===== config.mk =====
export PLATFORM = sky130hd
export DESIGN_NAME = bbqm_event_conditioner
export DESIGN_NICKNAME = d
export VERILOG_FILES = /design/src/rtl/bbqm_event_conditioner.sv
export SDC_FILE = /design/constraint.sdc
export NUM_CORES = 1
export LEC_CHECK = 0
export ABC_CLOCK_PERIOD_IN_PS = 2200
export CORE_UTILIZATION = 59
export DETAILED_ROUTE_END_ITERATION = 10
export DONT_BUFFER_PORTS = 1
export PLACE_DENSITY = 0.75
export SLEW_MARGIN = 15
export SYNTH_ARGS = -nofsm -noshare
export SYNTH_HDL_FRONTEND = slang
export SYNTH_SLANG_ARGS = --single-unit

===== constraint.sdc =====
create_clock -name clk -period 2.2 [get_ports clk]
set_input_delay 0.11 -clock clk [delete_from_list [all_inputs] [get_ports clk]]
set_output_delay 0.11 -clock clk [all_outputs]
set_load 0.02 [all_outputs]

===== src/rtl/bbqm_event_conditioner.sv =====
// Button conditioner: 2-flop sync, tick-sampled debounce, one pulse per press, depart-first ordering.
// Optional auto-repeat while a button is held is enabled by defining BBQM_AUTOREPEAT_EN.
module bbqm_event_conditioner #(
    parameter int unsigned TICK_DIV       = 50000,
    parameter int unsigned DEBOUNCE_TICKS = 20,
    parameter int unsigned REPEAT_TICKS   = 500
) (
    input  logic clk,
    input  logic reset,
    input  logic btn_arrive,
    input  logic btn_depart,
    input  logic full,
    input  logic empty,
    output logic arrive_pulse,
    output logic depart_pulse,
    output logic reject_pulse,
    output logic arrive_level,
    output logic depart_level
);
    localparam int unsigned TW  = $clog2(TICK_DIV + 1);
    localparam int unsigned DW  = $clog2(DEBOUNCE_TICKS + 1);
    localparam int unsigned NCH = 2;
    localparam int unsigned ARR = 0;
    localparam int unsigned DEP = 1;

    typedef enum logic [1:0] {IDLE, PRESS_CHK, HELD, REL_CHK} state_e;

    logic [NCH-1:0] sync1_q, sync1_d, sync2_q, sync2_d;
    logic [NCH-1:0] sample_q, sample_d, level_q, level_d;
    logic [TW-1:0]  tcnt_q, tcnt_d;
    logic           tick_c, tick_q;
    state_e         state_q [NCH];
    state_e         state_d [NCH];
    logic [DW-1:0]  cnt_q [NCH];
    logic [DW-1:0]  cnt_d [NCH];
    logic [NCH-1:0] event_c;
    logic           pend_q, pend_d;
    logic           arrive_pulse_q, arrive_pulse_d;
    logic           depart_pulse_q, depart_pulse_d;
    logic           reject_pulse_q, reject_pulse_d;

`ifdef BBQM_AUTOREPEAT_EN
    localparam int unsigned RW = $clog2(REPEAT_TICKS + 1);
    logic [RW-1:0]  rep_q [NCH];
    logic [RW-1:0]  rep_d [NCH];
`else
    // Without auto-repeat the repeat interval has no effect on the logic.
    if (REPEAT_TICKS == 0) begin : g_repeat_unused
    end
`endif

    // Synchroniser, tick generator and tick-aligned sample capture.
    always_comb begin
        sync1_d  = {btn_depart, btn_arrive};
        sync2_d  = sync1_q;
        tick_c   = (tcnt_q == TW'(TICK_DIV - 1));
        tcnt_d   = tick_c ? '0 : tcnt_q + TW'(1);
        sample_d = tick_c ? sync2_q : sample_q;
    end

    // Per-channel debounce FSM; acts on the sample captured by the previous tick.
    always_comb begin
        event_c = '0;
        level_d = '0;
        for (int unsigned i = 0; i < NCH; i++) begin
            state_d[i] = state_q[i];
            cnt_d[i]   = cnt_q[i];
`ifdef BBQM_AUTOREPEAT_EN
            rep_d[i]   = rep_q[i];
`endif
            if (tick_q) begin
                unique case (state_q[i])
                    IDLE: begin
                        if (sample_q[i]) begin
                            if (DW'(1) >= DW'(DEBOUNCE_TICKS)) begin
                                state_d[i] = HELD;
                                cnt_d[i]   = '0;
                                event_c[i] = 1'b1;
`ifdef BBQM_AUTOREPEAT_EN
                                rep_d[i]   = '0;
`endif
                            end else begin
                                state_d[i] = PRESS_CHK;
                                cnt_d[i]   = DW'(1);
                            end
                        end
                    end
                    PRESS_CHK: begin
                        if (!sample_q[i]) begin
                            state_d[i] = IDLE;
                            cnt_d[i]   = '0;
                        end else if (cnt_q[i] + DW'(1) >= DW'(DEBOUNCE_TICKS)) begin
                            state_d[i] = HELD;
                            cnt_d[i]   = '0;
                            event_c[i] = 1'b1;
`ifdef BBQM_AUTOREPEAT_EN
                            rep_d[i]   = '0;
`endif
                        end else begin
                            cnt_d[i] = cnt_q[i] + DW'(1);
                        end
                    end
                    HELD: begin
                        if (!sample_q[i]) begin
                            state_d[i] = (DW'(1) >= DW'(DEBOUNCE_TICKS)) ? IDLE : REL_CHK;
                            cnt_d[i]   = (DW'(1) >= DW'(DEBOUNCE_TICKS)) ? '0 : DW'(1);
`ifdef BBQM_AUTOREPEAT_EN
                            rep_d[i]   = '0;
                        end else if (rep_q[i] + RW'(1) >= RW'(REPEAT_TICKS)) begin
                            rep_d[i]   = '0;
                            event_c[i] = 1'b1;
                        end else begin
                            rep_d[i]   = rep_q[i] + RW'(1);
`endif
                        end
                    end
                    REL_CHK: begin
                        if (sample_q[i]) begin
                            state_d[i] = HELD;
                            cnt_d[i]   = '0;
`ifdef BBQM_AUTOREPEAT_EN
                            rep_d[i]   = '0;
`endif
                        end else if (cnt_q[i] + DW'(1) >= DW'(DEBOUNCE_TICKS)) begin
                            state_d[i] = IDLE;
                            cnt_d[i]   = '0;
                        end else begin
                            cnt_d[i] = cnt_q[i] + DW'(1);
                        end
                    end
                    default: begin
                        state_d[i] = IDLE;
                        cnt_d[i]   = '0;
                    end
                endcase
            end
            level_d[i] = (state_d[i] == HELD) || (state_d[i] == REL_CHK);
        end
    end

    // Issue: depart wins a tie, arrive waits one cycle in the pending flag.
    always_comb begin
        arrive_pulse_d = 1'b0;
        depart_pulse_d = 1'b0;
        reject_pulse_d = 1'b0;
        pend_d         = pend_q;
        if (event_c[DEP]) begin
            depart_pulse_d = !empty;
            reject_pulse_d = empty;
            pend_d         = event_c[ARR];
        end else if (event_c[ARR]) begin
            arrive_pulse_d = !full;
            reject_pulse_d = full;
        end else if (pend_q) begin
            arrive_pulse_d = !full;
            reject_pulse_d = full;
            pend_d         = 1'b0;
        end
    end

    always_ff @(posedge clk or posedge reset) begin
        if (reset) begin
            sync1_q        <= '0;
            sync2_q        <= '0;
            sample_q       <= '0;
            level_q        <= '0;
            tcnt_q         <= '0;
            tick_q         <= 1'b0;
            pend_q         <= 1'b0;
            arrive_pulse_q <= 1'b0;
            depart_pulse_q <= 1'b0;
            reject_pulse_q <= 1'b0;
            for (int unsigned i = 0; i < NCH; i++) begin
                state_q[i] <= IDLE;
                cnt_q[i]   <= '0;
`ifdef BBQM_AUTOREPEAT_EN
                rep_q[i]   <= '0;
`endif
            end
        end else begin
            sync1_q        <= sync1_d;
            sync2_q        <= sync2_d;
            sample_q       <= sample_d;
            level_q        <= level_d;
            tcnt_q         <= tcnt_d;
            tick_q         <= tick_c;
            pend_q         <= pend_d;
            arrive_pulse_q <= arrive_pulse_d;
            depart_pulse_q <= depart_pulse_d;
            reject_pulse_q <= reject_pulse_d;
            for (int unsigned i = 0; i < NCH; i++) begin
                state_q[i] <= state_d[i];
                cnt_q[i]   <= cnt_d[i];
`ifdef BBQM_AUTOREPEAT_EN
                rep_q[i]   <= rep_d[i];
`endif
            end
        end
    end

    assign arrive_pulse = arrive_pulse_q;
    assign depart_pulse = depart_pulse_q;
    assign reject_pulse = reject_pulse_q;
    assign arrive_level = level_q[ARR];
    assign depart_level = level_q[DEP];
endmodule


==> flow_summary_export.csv <==
group,metric,value,unit
run_status,status,"finished, final reports clean",
global_routing,gr-total-overflow,0,
synthesis,avgSynthCellArea,10.4,um2
clock_network,cts_tree,"yes",
global_routing,antenna_found_initial,0,
sta,finClkSkew,0.00261,ns
sta,final-setup-viol-count,0,
job,cap_violations,0,
synthesis,synth_edf_count,0,
clock_network,clkSlewWorstSetupHoldPaths,0.08,ns
layout,final_nets,227,
placed_design,hpwl,2450,um
worst_hold_path,worstHoldPathType,"input port to register",
routing,vias,1534,
floorplanning,die_area,0.00394,mm2
layout,seq_area,0.00108,mm2
critical_path,slowest_delay,0.44,ns
critical_path,cp_cell_sequence,"ha_1 -> o31ai_1 -> a31oi_1 -> o21ai_0 -> mux2_2",
clock_network,htreeDepth,2,
critical_path,crit_type,"register to register",
synthesis,synthCells,209,
synthesis,synth_nets,220,
power,seqPwrFrac,56.2,%
synthesis,ys_ff_latch,43,
global_routing,grt_pass1_vias,1444,
synthesis,synth_cell_types,47,
synthesis,ys_seq_area_share,49.4,%
critical_path,cp_slowest_cell,"dfrtp_1",
clock_network,post_cts_resized,0,
routing,first_iter_violations,116,
clock_network,cts_buffer_depth,2,
power,combinationalPowerShare,1.7,%
sta,drv_slew,0,
routing,route.detailed.drc,0,
layout,drive_gt1_share,10.6,%
routing,postRouteAntennaNets,0,
power,p_per_area,596,mW/mm2
critical_path,end_kind,"register",
synthesis,ys.flop_type,"dfrtp_1",
critical_path,arrival,2.15,ns
floorplanning,die_h,62.7,um
synthesis,synth_area,0.00218,mm2
routing,dr.pass1.iters,4,
synthesis,ys_warn_count,0,
sta,setup-tns-final,0,ns
power,clock_power_share,42.1,%
power,power,1.41,mW
placed_design,io_buffers,0,
routing,viasPerCell,5.85,
clock_network,root_buffer,"clkbuf_8",
floorplanning,core,0.00344,mm2
clock_network,numClockSinks,43,
sta,max_freq,509,MHz
clock_network,cts_setup_buffers,0,
clock_network,hold_buffers,5,
sta,fin_crit,1.96,ns
critical_path,start_kind,"register",
power,leakagePower,1.05,nW
routing,drt_wl_total,3620,um
global_routing,track_usage,20.7,%
critical_path,cp_max_fo,9,
power,p_int,1.13,mW
critical_path,required,2.38,ns
clock_network,numCtsBuffers,5,
sta,relSlewSlack,64.5,%
layout,n_antenna_cell,0,
floorplanning,die_x,62.7,um
power,switchingPower,0.280,mW
clock_network,insertion_delay,0.29,ns
power,swShare,19.8,%
layout,utilization,68.8,%
global_routing,grt_pass1_wl,6300,um
power,peakVddDrop,0.428,mV
sta,post-route-period-util,89.3,%
floorplanning,ios,11,
sta,hold_viol,0,
floorplanning,num_rows,21,
placed_design,gp_congestion,0.830,
floorplanning,start_util,63.2,%
sta,tightest_slew,0.533,ns
layout,fillers,259,
layout,area_growth,8.85,%
global_routing,grt_max_degree,44,
routing,wire_per_inst,13.8,um
sta,grt_setup_unrepaired,"no",
synthesis,ys_async_sr_fraction,100,%
layout,multi_input_area,0.00104,mm2
cells by family (layout without fill, tap and decap cells):
family	after synthesis	in the layout	share of synthesized area, %
multiplexers	8	8	4.02
AO/OA/AOI/OAI	44	44	13.5
AND/OR/NAND/NOR	79	79	21.0
adder cells (fa/ha/maj)	5	5	2.87
flip-flops	43	43	49.4
XOR/XNOR	16	16	6.44
buffers and inverters	14	21	2.70
registers in the layout (all words and copies together) (netlist names):
name          flops
arrive_pulse      1
level_q           2
tcnt_q           16
cnt_q            10
pend_q            1
sync2_q           2
depart_pulse      1
state_q           4
sample_q          2
sync1_q           2
tick_q            1
reject_pulse      1
per-stage QoR:
stage	area [um2]	hold WS, ns	std cells	setup WS [ns]
floorplan	2180	0.141	209	0.365
global placement	2210	0.141	250	0.301
detailed placement	2210	0.141	250	0.247
CTS	2370	0.109	262	0.229
global route	2370	0.112	262	0.0937
finish	2370	0.118	262	0.236
power groups by stage:
stage	registers (mW)	logic, mW	clock network [mW]
2_1_floorplan	0.810	0.0125	0
3_3_place_gp	0.810	0.0176	0
3_5_place_dp	0.810	0.0184	0
4_1_cts	0.794	0.0256	0.611
5_1_grt	0.795	0.0287	0.642
6_report	0.794	0.0245	0.594
worst paths after layout:
path | startpoint | to | slack [ns] | cells past startpoint
hold / removal | full | reject_pulse | 0.12 | 4
min in group asynchronous | reset | tcnt_q[12] | 0.41 | 3
setup reg to reg | cnt_q[5] | state_q[3] | 0.24 | 5
hold reg to reg | sync1_q[0] | sync2_q[0] | 0.35 | 0
max in group asynchronous | reset | tcnt_q[3] | 1.43 | 3
setup / recovery | cnt_q[5] | state_q[3] | 0.24 | 5
synth_stat cells (5+ instances only):
master	instances	share of area, %
nor3_1	8	1.8
nor2_1	13	2.2
nand2_1	17	2.9
a21oi_1	10	2.3
mux2_2	6	3.1
ha_1	5	2.9
dfrtp_1	43	49
and2_1	5	1.4
nand3_1	8	1.8
buf_2	5	1.1
xnor2_1	7	2.8
inv_1	8	1.4
xor2_1	9	3.6
o21ai_0	9	2.1
area by class of cell:
cell class                 count  share of cell area [%]
clock buffer                   5                    2.90
clock inverter                 2                    1.58
inverter                       8                    1.27
multi-input combinational    152                    44.0
sequential                    43                    45.4
tap                           46                    2.43
timing repair buffer           6                    2.43
per-layer routing:
metal,vias up,track usage (%),routed length [um]
li1,761,-,-
met1,751,25.8,1660
met2,15,34.0,1800
met3,7,6.02,101
met4,0,7.85,57
met5,-,0,0
critical path, delay by kind of cell, from the launching register on:
kind | cells | cell delay [ns]
muxes | 1 | 0.37
DFF | 1 | 0.44
adders and majority gates | 1 | 0.33
AOI/OAI and AO/OA | 3 | 0.70
placed cells by master (no fill, tap or decap), drive strengths merged, types with 5 or more instances in the layout:
cell type / n
dlygate4sd3: 5
ha: 5
a21oi: 10
and2: 5
nor2: 13
nor3: 8
dfrtp: 43
o21ai: 10
nand3: 10
xor2: 9
clkbuf: 5
xnor2: 7
nand2: 17
mux2: 6
inv: 8
No activity file was read; power rests on OpenSTA's default activity.
